==> config.mk <==
export PLATFORM = sky130hd
export DESIGN_NAME = regfile_mp
export DESIGN_NICKNAME = d
export VERILOG_FILES = /design/src/rtl/regfile_mp.sv
export SDC_FILE = /design/constraint.sdc
export NUM_CORES = 2
export LEC_CHECK = 0
export ABC_AREA = 1
export CELL_PAD_IN_SITES_DETAIL_PLACEMENT = 0
export CELL_PAD_IN_SITES_GLOBAL_PLACEMENT = 1
export CORE_ASPECT_RATIO = 1.25
export CORE_UTILIZATION = 42
export CTS_CLUSTER_SIZE = 24
export DETAILED_ROUTE_END_ITERATION = 6
export MAX_ROUTING_LAYER = met4
export PLACE_DENSITY_LB_ADDON = 0.1
export SETUP_SLACK_MARGIN = 0.5
export SYNTH_ARGS = -nofsm -noshare
export SYNTH_HDL_FRONTEND = slang
export SYNTH_SLANG_ARGS = --single-unit
==> constraint.sdc <==
create_clock -name cpu_clk_50M -period 3.3 [get_ports cpu_clk_50M]
set_input_delay 0.33 -clock cpu_clk_50M [delete_from_list [all_inputs] [get_ports cpu_clk_50M]]
set_output_delay 0.33 -clock cpu_clk_50M [all_outputs]
set_load 0.01 [all_outputs]
==> src/rtl/regfile_mp.sv <==
// regfile_mp: multi-port register file with two write ports and two bypassed
// read ports. It tracks which registers have a result outstanding, and it
// zeroes the whole array by walking every address after reset or a soft clear.
module regfile_mp #(
  parameter int DATA_W  = 32,
  parameter int ADDR_W  = 5,
  parameter int ZERO_R0 = 1
) (
  input  logic              cpu_clk_50M,
  input  logic              cpu_rst,
  input  logic              clr_req,
  output logic              ready,
  input  logic              we0,
  input  logic [ADDR_W-1:0] wa0,
  input  logic [DATA_W-1:0] wd0,
  input  logic              we1,
  input  logic [ADDR_W-1:0] wa1,
  input  logic [DATA_W-1:0] wd1,
  input  logic              re1,
  input  logic [ADDR_W-1:0] ra1,
  output logic [DATA_W-1:0] rd1,
  input  logic              re2,
  input  logic [ADDR_W-1:0] ra2,
  output logic [DATA_W-1:0] rd2,
  input  logic              alloc_en,
  input  logic [ADDR_W-1:0] alloc_addr,
  output logic              pend1,
  output logic              pend2
);

  localparam int NREG = 1 << ADDR_W;

  localparam logic [0:0] ST_INIT = 1'b0;
  localparam logic [0:0] ST_RUN  = 1'b1;

  logic [0:0]        r_state;
  logic [ADDR_W-1:0] r_cnt;
  logic [NREG-1:0]   r_pend;
  logic [DATA_W-1:0] r_mem [NREG];

  logic              w_zr;
  logic              w_run;
  logic              w_upd;
  logic              w_acc0;
  logic              w_acc1;
  logic              w_alloc;
  logic [NREG-1:0]   w_pend_nxt;

  assign w_zr  = (ZERO_R0 != 0);
  assign w_run = (r_state == ST_RUN);
  // Normal RUN cycle: a clear request discards every write and alloc in its cycle.
  assign w_upd = w_run && !clr_req;

  assign w_acc0  = w_upd && we0 && !(w_zr && (wa0 == '0));
  assign w_acc1  = w_upd && we1 && !(w_zr && (wa1 == '0));
  assign w_alloc = w_upd && alloc_en && !(w_zr && (alloc_addr == '0));

  assign ready = w_run;

  // State and clear counter: INIT walks every address once, then RUN until a clear request.
  always_ff @(posedge cpu_clk_50M or posedge cpu_rst) begin
    if (cpu_rst) begin
      r_state <= ST_INIT;
      r_cnt   <= '0;
    end else if (r_state == ST_INIT) begin
      r_cnt <= r_cnt + 1'b1;
      if (r_cnt == '1) r_state <= ST_RUN;
    end else if (clr_req) begin
      r_state <= ST_INIT;
      r_cnt   <= '0;
    end
  end

  // Array storage has no reset; INIT zeroes it one entry per cycle.
  // Port 1 is assigned last so it wins a same-address collision.
  always_ff @(posedge cpu_clk_50M) begin
    if (!w_run) begin
      r_mem[r_cnt] <= '0;
    end else begin
      if (w_acc0) r_mem[wa0] <= wd0;
      if (w_acc1) r_mem[wa1] <= wd1;
    end
  end

  // Next pending vector: writes clear their bit, then an alloc sets its bit.
  always_comb begin
    w_pend_nxt = r_pend;
    if (w_acc0)  w_pend_nxt[wa0] = 1'b0;
    if (w_acc1)  w_pend_nxt[wa1] = 1'b0;
    if (w_alloc) w_pend_nxt[alloc_addr] = 1'b1;
  end

  // Pending bits: cleared by reset and on the edge that enters INIT, frozen during INIT.
  always_ff @(posedge cpu_clk_50M or posedge cpu_rst) begin
    if (cpu_rst) begin
      r_pend <= '0;
    end else if (w_run) begin
      if (clr_req) r_pend <= '0;
      else         r_pend <= w_pend_nxt;
    end
  end

  // Read port 1: zero when idle or in INIT, otherwise write-bypassed array read.
  always_comb begin
    rd1 = '0;
    if (w_run && re1 && !(w_zr && (ra1 == '0))) begin
      if (we1 && (wa1 == ra1))      rd1 = wd1;
      else if (we0 && (wa0 == ra1)) rd1 = wd0;
      else                          rd1 = r_mem[ra1];
    end
  end

  // Read port 2: same selection as port 1.
  always_comb begin
    rd2 = '0;
    if (w_run && re2 && !(w_zr && (ra2 == '0))) begin
      if (we1 && (wa1 == ra2))      rd2 = wd1;
      else if (we0 && (wa0 == ra2)) rd2 = wd0;
      else                          rd2 = r_mem[ra2];
    end
  end

  // Pending status: a write landing this cycle already resolves the register.
  always_comb begin
    pend1 = w_run && r_pend[ra1] && !(w_acc0 && (wa0 == ra1)) && !(w_acc1 && (wa1 == ra1));
    pend2 = w_run && r_pend[ra2] && !(w_acc0 && (wa0 == ra2)) && !(w_acc1 && (wa1 == ra2));
  end

endmodule

==> results.toml <==
[cts]
cts_tree = "yes"
clock-root-buffer = "clkbuf_16"
clkLatencyLatePin_ns = 0.80
numCtsBuffers = 130
htreeDepth = 4
cts.sinks = 1062
path_clk_slew_ns = 0.06
ctsLongestPathBuffers = 3

[synthesis]
ys_types = 37
syn-cell-area_um2 = 67000
seq_area_frac_synth_pct = 47.3
ys_seq_elements = 1062
avgSynthCellArea_um2 = 7.34
yosys.area.top_type = "edfxtp_1"
synthTopCellsByArea = "edfxtp_1 (46%), nand2_1 (21%), o21ai_0 (9.1%)"
synth_top_area_share_pct = 45.9
syn_nets = 9234
yosys_warnings = 0
synthCells = 9135

[sta]
clock_skew_ns = 0.0196
worst_pin_slew_ns = 0.964
finalMaxSlewViolations = 0
finalCritPeriodShare_pct = 86.9
final.min_clock_period_ns = 2.87
fmax_mhz = 349
setup_viol = 0
hold_viol_final = 0
maxSlewHeadroom_pct = 35.6
rsz0062_at_grt = "true"
timing.final.ws_setup_ns = 0.432

[place]
dpl_worst_slack_ns = -0.00737
gp_congestion = 0.928
portBuffers = 163
dp_hpwl_um = 198000

[die]
rows = 163
coreArea_um2 = 158000
initial_utilization_pct = 42.4
ioPinCount = 164
die-area_um2 = 161000
die_h_um = 449
die_x_um = 359

[pwr]
leakage_nw = 30.6
p_clk_share_pct = 35.3
p_sw_share_pct = 33.0
ir_worst_vdd_mv = 0.618
pwr-share-comb_pct = 23.0
p_seq_share_pct = 41.8
p_sw_mw = 13.3
power.total_mw = 40.2
p_int_mw = 27.0
power-per-cell-area_nw_per_um2 = 513

[layout]
nets = 9152
area_growth_pct = 16.9
layout_common_cells = "nand2_1 (3,739), o21ai_0 (1,208), nand3_1 (1,201)"
final_common_cell = "nand2_1"
drive_gt1_share_pct = 9.41

[detailed_routing]
drt_iter0_markers = 9153
drc_errors = 1
firstDrtPassIters = 7
routed_wl_um = 327000
wl_per_cell_um = 29.2
vias = 68181
via_per_inst = 6.07
ant_nets = 0

[hold_path]
min_path_cells = 4
min_path_type = "input pin to flop"

[worst_setup_path]
cp_max_fo = 4
start_kind = "flop"
setup.worst_path.end_class = "primary output"
critPathKind = "flop to primary output"
arrival_ns = 2.54
crit_required_ns = 2.97
r2r_cells = 11

[outcome]
failed_checks = "design-rule violations"
status = "finished, violations left"

[global_route]
grt_pass1_vias = 64004
grtUsageTotal_pct = 40.9
grt_max_degree = 101
grt_pass1_wl_um = 461000
antenna_found_initial = 12
grt.overflow.total = 0

[run]
max-cap-violations = 0
## worst paths after layout
check | to | slack, ns | start
worst max-delay path | pend2 | 0.43 | ready
worst min-delay path | r_pend[0] | 0.22 | clr_req
worst max register to register | r_mem[17][18] | 0.52 | ready
worst min register to register | r_pend[7] | 0.51 | r_pend[7]
max in group asynchronous | r_pend[12] | 2.03 | cpu_rst
min in group asynchronous | r_cnt[0] | 0.45 | cpu_rst
## cell type report
cell class                 count  area, um^2
antenna                       11        27.5
clock inverter                65         554
inverter                     339        1330
tap                         2062        2580
clock buffer                 165        3490
multi-input combinational   6889       31000
sequential                  1062       31700
fill                       15086       79700
timing repair buffer         631        7720
## Yosys cell counts, drive strengths merged
| master | n |
|---|---|
| nand2 | 3771 |
| o21ai | 1396 |
| nand3 | 1226 |
| edfxtp | 1024 |
| buf | 459 |
| clkbuf | 388 |
| inv | 337 |
| a21oi | 334 |
| nor2 | 87 |
| dfrtp | 38 |
| nor3 | 18 |
| o22ai | 12 |
| nand4 | 11 |
| o211ai | 9 |
| xor2 | 8 |
| a31oi | 6 |
| clkinv | 2 |
| ha | 2 |
| nor3b | 2 |
| xnor2 | 2 |
| a22o | 1 |
| and3 | 1 |
| nor4 | 1 |
## per-stage QoR
stage               instances  setup TNS [ns]  hold slack [ns]  util (%)  instance area [um^2]
global route            11222               0            0.231      49.6                 78400
global placement        10936               0            0.498      46.4                 73400
CTS                     11206               0            0.182      49.5                 78200
finish                  11224               0            0.224      49.6                 78400
floorplan                9135          -72.31            0.471         -                 67100
detailed placement      10936        -0.00737            0.500      46.4                 73400
## flip-flops by register name, indices dropped and copies added, names as in the netlist
signal  flops
r_cnt       5
r_mem    1024
r_pend     32
ready       1
## timing repair
action,in CTS,in global routing
pin swaps,15,9
endpoints found under the setup margin,66,277
hold endpoints to repair,12,0
gates resized for setup,195,48
cloned,8,4
hold buffers,1,0
setup buffers,31,3
## cell families after synthesis
family          Yosys count  share of synthesized area [%]
simple gates           5117                           31.5
compound gates         1758                           13.2
buf+inv                1186                           7.77
flops                  1062                           47.3
xor+xnor                 10                          0.131
fa+ha+maj                 2                         0.0373
## power groups by stage
stage	Clock [mW]	Sequential [mW]	Combinational (mW)
after floorplan	0	17.0	4.11
after global placement	0	17.0	8.67
after detailed placement	0	17.0	8.72
after CTS	14.2	16.8	8.96
after global routing	14.7	16.9	9.63
final	14.2	16.8	9.25
## routing by layer
metal | track usage, % | vias to the layer above | routed length [um]
met1 | 48.5 | 32386 | 120000
met5 | - | - | 0
met4 | 26.4 | 0 | 24400
met2 | 63.8 | 4240 | 150000
li1 | - | 30419 | -
met3 | 7.48 | 1136 | 33200
## critical path, cell delays in order, from the launching register on
cell,delay (ns)
dfrtp_1,0.42
buf_6,0.13
buf_6,0.10
nand2_4,0.07
buf_8,0.13
nor2_4,0.05
nand2_4,0.08
inv_2,0.04
nand4_1,0.20
nand4_1,0.16
nor2_2,0.18
buf_2,0.16
Note: power is estimated with default switching activity, not from simulation.
